### config.mk
export PLATFORM = sky130hd
export DESIGN_NAME = fp_normalize_round_pipe
export DESIGN_NICKNAME = d
export VERILOG_FILES = /design/src/rtl/fp_normalize_round_pipe.sv
export SDC_FILE = /design/constraint.sdc
export NUM_CORES = 1
export LEC_CHECK = 0
export ABC_AREA = 1
export CORE_MARGIN = 1
export CORE_UTILIZATION = 44
export DETAILED_ROUTE_END_ITERATION = 10
export PLACE_DENSITY_LB_ADDON = 0.05
export SETUP_SLACK_MARGIN = 0.02
export SYNTH_ARGS = -nofsm -noshare
export SYNTH_HDL_FRONTEND = slang
export SYNTH_SLANG_ARGS = --single-unit
### constraint.sdc
create_clock -name clk -period 7.25 [get_ports clk]
set_clock_uncertainty 0.15 [all_clocks]
set_input_delay 1.45 -clock clk [delete_from_list [all_inputs] [get_ports clk]]
set_output_delay 1.45 -clock clk [all_outputs]
set_load 0.005 [all_outputs]
### src/rtl/fp_normalize_round_pipe.sv
// Normalise / round / pack stage for the FP add/sub datapath, split over three registered
// stages (S1 normalise, S2 round, S3 pack + exception flags) with valid/ready backpressure.
//
// Ports:
//   clk, rst                   clock, synchronous active-high reset
//   in_valid / in_ready        input handshake
//   in_sign, in_exp, in_mant   raw adder result; in_mant = {carry, hidden, fraction, G, R, S}
//   in_rm                      rounding mode: 00 RNE, 01 RTZ, 10 RUP, 11 RDN
//   out_valid / out_ready      output handshake
//   out_r                      packed {sign, exp, fraction}
//   out_overflow, out_underflow, out_inexact   exception flags, aligned with out_r
module fp_normalize_round_pipe #(
    parameter int unsigned EXP_BITS  = 8,
    parameter int unsigned MANT_BITS = 23
) (
    input  logic                          clk,
    input  logic                          rst,
    input  logic                          in_valid,
    output logic                          in_ready,
    input  logic                          in_sign,
    input  logic [EXP_BITS-1:0]           in_exp,
    input  logic [MANT_BITS+4:0]          in_mant,
    input  logic [1:0]                    in_rm,
    output logic                          out_valid,
    input  logic                          out_ready,
    output logic [EXP_BITS+MANT_BITS:0]   out_r,
    output logic                          out_overflow,
    output logic                          out_underflow,
    output logic                          out_inexact
);

    localparam int unsigned MW = MANT_BITS + 5;  // input mantissa width
    localparam int unsigned NW = MANT_BITS + 4;  // normalised: hidden, fraction, G, R, S
    localparam int unsigned FW = MANT_BITS + 1;  // hidden + fraction
    localparam int unsigned EW = EXP_BITS + 2;   // exponent with headroom for carries
    localparam int unsigned PW = 1 + EXP_BITS + MANT_BITS;

    localparam logic [1:0] RmRne = 2'b00;
    localparam logic [1:0] RmRtz = 2'b01;
    localparam logic [1:0] RmRup = 2'b10;
    localparam logic [1:0] RmRdn = 2'b11;

    localparam logic [EW-1:0] EMax = {2'b00, {EXP_BITS{1'b1}}};

    typedef enum logic [1:0] {KindNum, KindZero, KindInf, KindNan} kind_e;

    // Whole pipe advances together; bubbles travel with the data.
    logic en;
    assign en       = out_ready | ~out_valid;
    assign in_ready = en;

    // ---------------------------------------------------------------- S1: normalise
    logic          v1_d, v1_q;
    logic          sign1_d, sign1_q;
    logic [1:0]    rm1_d, rm1_q;
    kind_e         kind1_d, kind1_q;
    logic [EW-1:0] e1_d, e1_q;
    logic [NW-1:0] m1_d, m1_q;

    logic [EW-1:0] e_base, lzc, max_shift, shamt;

    always_comb begin
        v1_d    = in_valid;
        sign1_d = in_sign;
        rm1_d   = in_rm;

        // Subnormal inputs share the exponent of the smallest normal.
        e_base = (in_exp == '0) ? EW'(1) : EW'(in_exp);

        // Leading zeros from the hidden bit; the last hit (highest set bit) wins.
        lzc = EW'(NW);
        for (int unsigned i = 0; i < NW; i++) begin
            if (in_mant[i]) lzc = EW'(NW - 1 - i);
        end

        // Never shift below exponent 1: the remainder stays subnormal.
        max_shift = e_base - EW'(1);
        shamt     = (lzc < max_shift) ? lzc : max_shift;

        if (in_mant[MW-1]) begin
            // Carry out of the adder: drop one bit, keep it sticky.
            m1_d = {in_mant[MW-1:2], in_mant[1] | in_mant[0]};
            e1_d = e_base + EW'(1);
        end else begin
            m1_d = in_mant[NW-1:0] << shamt;
            e1_d = e_base - shamt;
        end

        if (in_exp == '1) begin
            kind1_d = (in_mant[MW-3:3] != '0) ? KindNan : KindInf;
        end else if (in_mant == '0) begin
            kind1_d = KindZero;
        end else begin
            kind1_d = KindNum;
        end
    end

    // ---------------------------------------------------------------- S2: round
    logic          v2_d, v2_q;
    logic          sign2_d, sign2_q;
    logic [1:0]    rm2_d, rm2_q;
    kind_e         kind2_d, kind2_q;
    logic [EW-1:0] e2_d, e2_q;
    logic [FW-1:0] mant2_d, mant2_q;
    logic          inexact2_d, inexact2_q;

    logic          lsb, g_bit, rs_bit, inc;
    logic [FW:0]   sum;

    always_comb begin
        v2_d    = v1_q;
        sign2_d = sign1_q;
        rm2_d   = rm1_q;
        kind2_d = kind1_q;

        lsb        = m1_q[3];
        g_bit      = m1_q[2];
        rs_bit     = m1_q[1] | m1_q[0];
        inexact2_d = g_bit | rs_bit;

        unique case (rm1_q)
            RmRne: inc = g_bit & (rs_bit | lsb);
            RmRtz: inc = 1'b0;
            RmRup: inc = ~sign1_q & inexact2_d;
            RmRdn: inc = sign1_q & inexact2_d;
        endcase

        sum = {1'b0, m1_q[NW-1:3]} + {{FW{1'b0}}, inc};

        if (sum[FW]) begin
            // 1.111..1 rounded up to 10.000..0: renormalise.
            mant2_d = {1'b1, {MANT_BITS{1'b0}}};
            e2_d    = e1_q + EW'(1);
        end else begin
            // A subnormal rounding into the hidden bit is picked up at pack time
            // because its exponent is already 1.
            mant2_d = sum[FW-1:0];
            e2_d    = e1_q;
        end
    end

    // ---------------------------------------------------------------- S3: pack
    logic          v3_d, v3_q;
    logic [PW-1:0] r_d, r_q;
    logic          ovf_d, ovf_q;
    logic          unf_d, unf_q;
    logic          inx_d, inx_q;

    logic [EXP_BITS-1:0] exp_field;
    logic                to_inf;

    always_comb begin
        v3_d  = v2_q;
        r_d   = '0;
        ovf_d = 1'b0;
        unf_d = 1'b0;
        inx_d = 1'b0;

        exp_field = mant2_q[MANT_BITS] ? e2_q[EXP_BITS-1:0] : {EXP_BITS{1'b0}};
        to_inf    = (rm2_q == RmRne) || (rm2_q == RmRup && !sign2_q) ||
                    (rm2_q == RmRdn && sign2_q);

        unique case (kind2_q)
            KindNan:  r_d = {1'b0, {EXP_BITS{1'b1}}, 1'b1, {(MANT_BITS-1){1'b0}}};
            KindInf:  r_d = {sign2_q, {EXP_BITS{1'b1}}, {MANT_BITS{1'b0}}};
            KindZero: r_d = {sign2_q, {EXP_BITS{1'b0}}, {MANT_BITS{1'b0}}};
            default: begin
                if (e2_q >= EMax) begin
                    ovf_d = 1'b1;
                    inx_d = 1'b1;
                    if (to_inf) begin
                        r_d = {sign2_q, {EXP_BITS{1'b1}}, {MANT_BITS{1'b0}}};
                    end else begin
                        r_d = {sign2_q, {(EXP_BITS-1){1'b1}}, 1'b0, {MANT_BITS{1'b1}}};
                    end
                end else begin
                    r_d   = {sign2_q, exp_field, mant2_q[MANT_BITS-1:0]};
                    inx_d = inexact2_q;
                    unf_d = ~mant2_q[MANT_BITS] & inexact2_q;
                end
            end
        endcase
    end

    // ---------------------------------------------------------------- registers
    always_ff @(posedge clk) begin
        if (rst) begin
            v1_q       <= 1'b0;
            sign1_q    <= 1'b0;
            rm1_q      <= 2'b00;
            kind1_q    <= KindZero;
            e1_q       <= '0;
            m1_q       <= '0;
            v2_q       <= 1'b0;
            sign2_q    <= 1'b0;
            rm2_q      <= 2'b00;
            kind2_q    <= KindZero;
            e2_q       <= '0;
            mant2_q    <= '0;
            inexact2_q <= 1'b0;
            v3_q       <= 1'b0;
            r_q        <= '0;
            ovf_q      <= 1'b0;
            unf_q      <= 1'b0;
            inx_q      <= 1'b0;
        end else if (en) begin
            v1_q       <= v1_d;
            sign1_q    <= sign1_d;
            rm1_q      <= rm1_d;
            kind1_q    <= kind1_d;
            e1_q       <= e1_d;
            m1_q       <= m1_d;
            v2_q       <= v2_d;
            sign2_q    <= sign2_d;
            rm2_q      <= rm2_d;
            kind2_q    <= kind2_d;
            e2_q       <= e2_d;
            mant2_q    <= mant2_d;
            inexact2_q <= inexact2_d;
            v3_q       <= v3_d;
            r_q        <= r_d;
            ovf_q      <= ovf_d;
            unf_q      <= unf_d;
            inx_q      <= inx_d;
        end
    end

    assign out_valid     = v3_q;
    assign out_r         = r_q;
    assign out_overflow  = ovf_q;
    assign out_underflow = unf_q;
    assign out_inexact   = inx_q;

endmodule

==> flow_summary_export.csv <==
group,metric,value,unit
run_status,status,"finished clean",
routing,routedWlPerCell,15.00,µm
yosys,synth-seq-area-share,30.51,%
timing,min_period,6150,ps
timing,hold_viol,0,
critical_path,start_kind,"input port",
critical_path,path_buf_inv,4,
critical_path,r2r.worst_path.cells,19,
yosys,synth.lib_cells_used.distinct,41,
critical_path,cpPeakStageDelay,540,ps
floorplan,die_width,135.8,µm
finish,n_antenna_cell,0,
timing,finalCritPeriodShare,84.82,%
floorplan,die_area,18430,µm²
floorplan,ios,80,
finish,nets,1358,
global_route,grtUsageTotal,25.87,%
power,p_leak,4.056,nW
critical_path,cp-end-kind,"register",
critical_path,reg2reg_slack,3490,ps
finish,synthToLayoutAreaGrowth,17.94,%
routing,viasPerCell,5.359,
timing,drv_slew,0,
routing,dr_wl_met2,10340,µm
cts,cts_hold_buf,0,
cts,clock_path_buffers,2,
critical_path,path_depth,25,
routing,first_pass_iters,5,
routing,dr.max_layer_used,"met4",
yosys,synth_area,7874,µm²
timing,fmax,162.6,MHz
global_route,grt_max_degree,98,
finish,final_cell_mix,"344 x nand2_1, 189 x nand3_1, 125 x a21oi_1, 120 x dfxtp_1, 113 x inv_1",
placement,gp_congestion,0.9205,
timing,slew_headroom,31.44,%
finish,drive_above_1_share,5.251,%
finish,final_common_cell,"nand2_1",
placement,hpwl,16150,µm
floorplan,placementRows,48,
floorplan,start_util,45.36,%
cts,cts_setup_buffers,0,
yosys,ys_ff_latch,120,
yosys,synthCells,1264,
placement,port_buffers,79,
cts,clkSlewWorstSetupHoldPaths,60,ps
placement,dpl_cell_area,8693,µm²
yosys,yosys_warnings,0,
worst_hold_path,holdPathStages,2,
cts,htreeDepth,4,
power,ir_worst_vdd,132.2,µV
routing,wl_met3,1024,µm
cts,cts_inserted_buffers,17,
cts,cts_tree,"yes",
routing,vias,8247,
yosys,synth_nets,1321,
worst_hold_path,min_path_type,"register to register",
cts,clk_latency,410,ps
routing,remaining_drc_errors,0,
routing,first_iter_violations,900,
critical_path,timing.critical_path.slowest_stage_cell,"clkdlybuf4s50_1",
power,cellPowerDensity,206.5,nW/µm²
critical_path,r2r_end,"e2_q[9]",
cts,cts.sinks,120,
finish,design_area,9286,µm²
global_route,grt_pass1_wl,37780,µm
cts,ctsResizeCount,0,
critical_path,cpLargestDelayFamily,"compound AO/OA/AOI/OAI gates",
finish,fin_util,53.50,%
critical_path,crit_required,7400,ps
routing,met1Wirelength,11240,µm
floorplan,core_area,17360,µm²
global_route,antenna_found_initial,0,
routing,routed_wirelength,23090,µm
global_route,grt_pass1_vias,7485,
timing,rsz0062_at_grt,"false",
global_route,grt_overflow_total,0,
critical_path,critPathMaxFanout,12,
cts,root_buffer,"clkbuf_16",
timing,hold-worst-slack,304.3,ps
critical_path,crit_arrival,6300,ps
timing,tns,0,ps
yosys,syn_avg_cell_area,6.229,µm²
run,maxCapViolations,0,
critical_path,worst-setup-path-type,"input port to register",
floorplan,die-height,135.8,µm
timing,worst_pin_slew,1028,ps
timing,finalSetupViolCount,0,
routing,drtAntennaViolNets,0,
critical_path,setup.worst_path.end,"e1_q[8]",
critical_path,r2r-start,"rm1_q[0]",
critical_path,cp-startpoint,"in_exp[4]",
layout make-up:
cell class / count / area, µm²
Clock buffer: 22 / 474.2
Sequential cell: 120 / 2402
Timing Repair Buffer: 91 / 875.8
Fill cell: 1816 / 8070
Clock inverter: 10 / 118.9
Multi-Input combinational cell: 952 / 4687
Inverter: 119 / 446.7
Tap cell: 225 / 281.5
per-stage QoR:
step           setup WS, ps  std cells  power, mW
6_report               1100       1539      1.918
5_1_grt               561.7       1539      2.009
4_1_cts                1130       1539      1.928
3_5_place_dp          695.9       1507      1.091
3_3_place_gp          819.1       1507      1.090
2_1_floorplan          1774       1264     0.9799
cell families after synthesis:
| group | synth area share [%] |
|---|---|
| buffers and inverters | 10.12 |
| XOR/XNOR | 3.226 |
| adder cells (fa/ha/maj) | 2.320 |
| AO/OA/AOI/OAI | 17.38 |
| flip-flops | 30.51 |
| AND/OR/NAND/NOR | 36.44 |
worst min-delay path by stage:
| stage | startpoint | end | slack [ps] |
|---|---|---|---|
| after floorplan | v2_q | v2_q | 280 |
| after global placement | v2_q | v2_q | 290 |
| after detailed placement | v2_q | v2_q | 290 |
| after CTS | v2_q | v2_q | 300 |
| after global routing | mant2_q[2] | mant2_q[2] | 320 |
| final | v2_q | v2_q | 300 |
state kept, by name, indices dropped and copies added (netlist names):
name,cells
e1_q,10
e2_q,10
inexact2_q,1
kind1_q,2
kind2_q,2
m1_q,27
mant2_q,24
out_inexact,1
out_overflow,1
out_r,32
out_underflow,1
out_valid,1
rm1_q,2
rm2_q,2
sign1_q,1
sign2_q,1
v1_q,1
v2_q,1
report_power, final:
group	leakage, nW	internal [mW]	switching, mW
registers	0.985	0.703	0.0344
logic	2.79	0.128	0.219
clock network	0.283	0.534	0.300
Yosys cell counts:
cell	n	area, µm²
a31oi_2	1	12.51
or2_2	1	6.260
inv_1	113	424.2
nor2_1	71	266.5
nand2_2	6	37.54
nand4_1	17	106.4
clkbuf_1	49	183.9
nor3_1	14	70.07
or3_1	1	6.260
a21oi_1	125	625.6
a211o_1	1	8.760
nand3b_1	4	30.03
nand2_1	344	1291
fa_1	1	20.02
o21ai_0	82	410.4
inv_2	3	11.26
buf_2	10	50.05
buf_6	5	56.30
o21ai_1	1	5.000
buf_1	2	7.510
xnor2_1	11	96.34
a31oi_1	10	62.56
xor2_1	18	157.7
clkinv_1	3	11.26
nand3_2	2	20.02
o21ai_2	3	26.28
buf_4	7	52.55
nand2_4	3	33.78
o311ai_0	2	17.52
a211oi_1	3	22.52
dfxtp_1	120	2402
a221oi_1	1	8.760
o21ai_4	2	32.53
o21bai_1	2	15.01
ha_1	13	162.7
o21a_1	1	7.510
nor4_1	7	43.79
a31o_2	1	8.760
nor2_4	1	11.26
o211ai_1	14	105.1
nand3_1	189	945.9
worst min-delay path, delay by kind of cell (launching register included):
kind	cells	cell delay (ps)
compound gates	1	50
buf+inv	1	60
flops	1	290
routing by layer:
layer	up-vias	GRT usage [%]
met5	-	0
met3	32	4.040
met4	0	9.363
met2	235	40.33
met1	3705	35.77
li1	4275	-
Note: power is estimated with default switching activity, not from simulation.
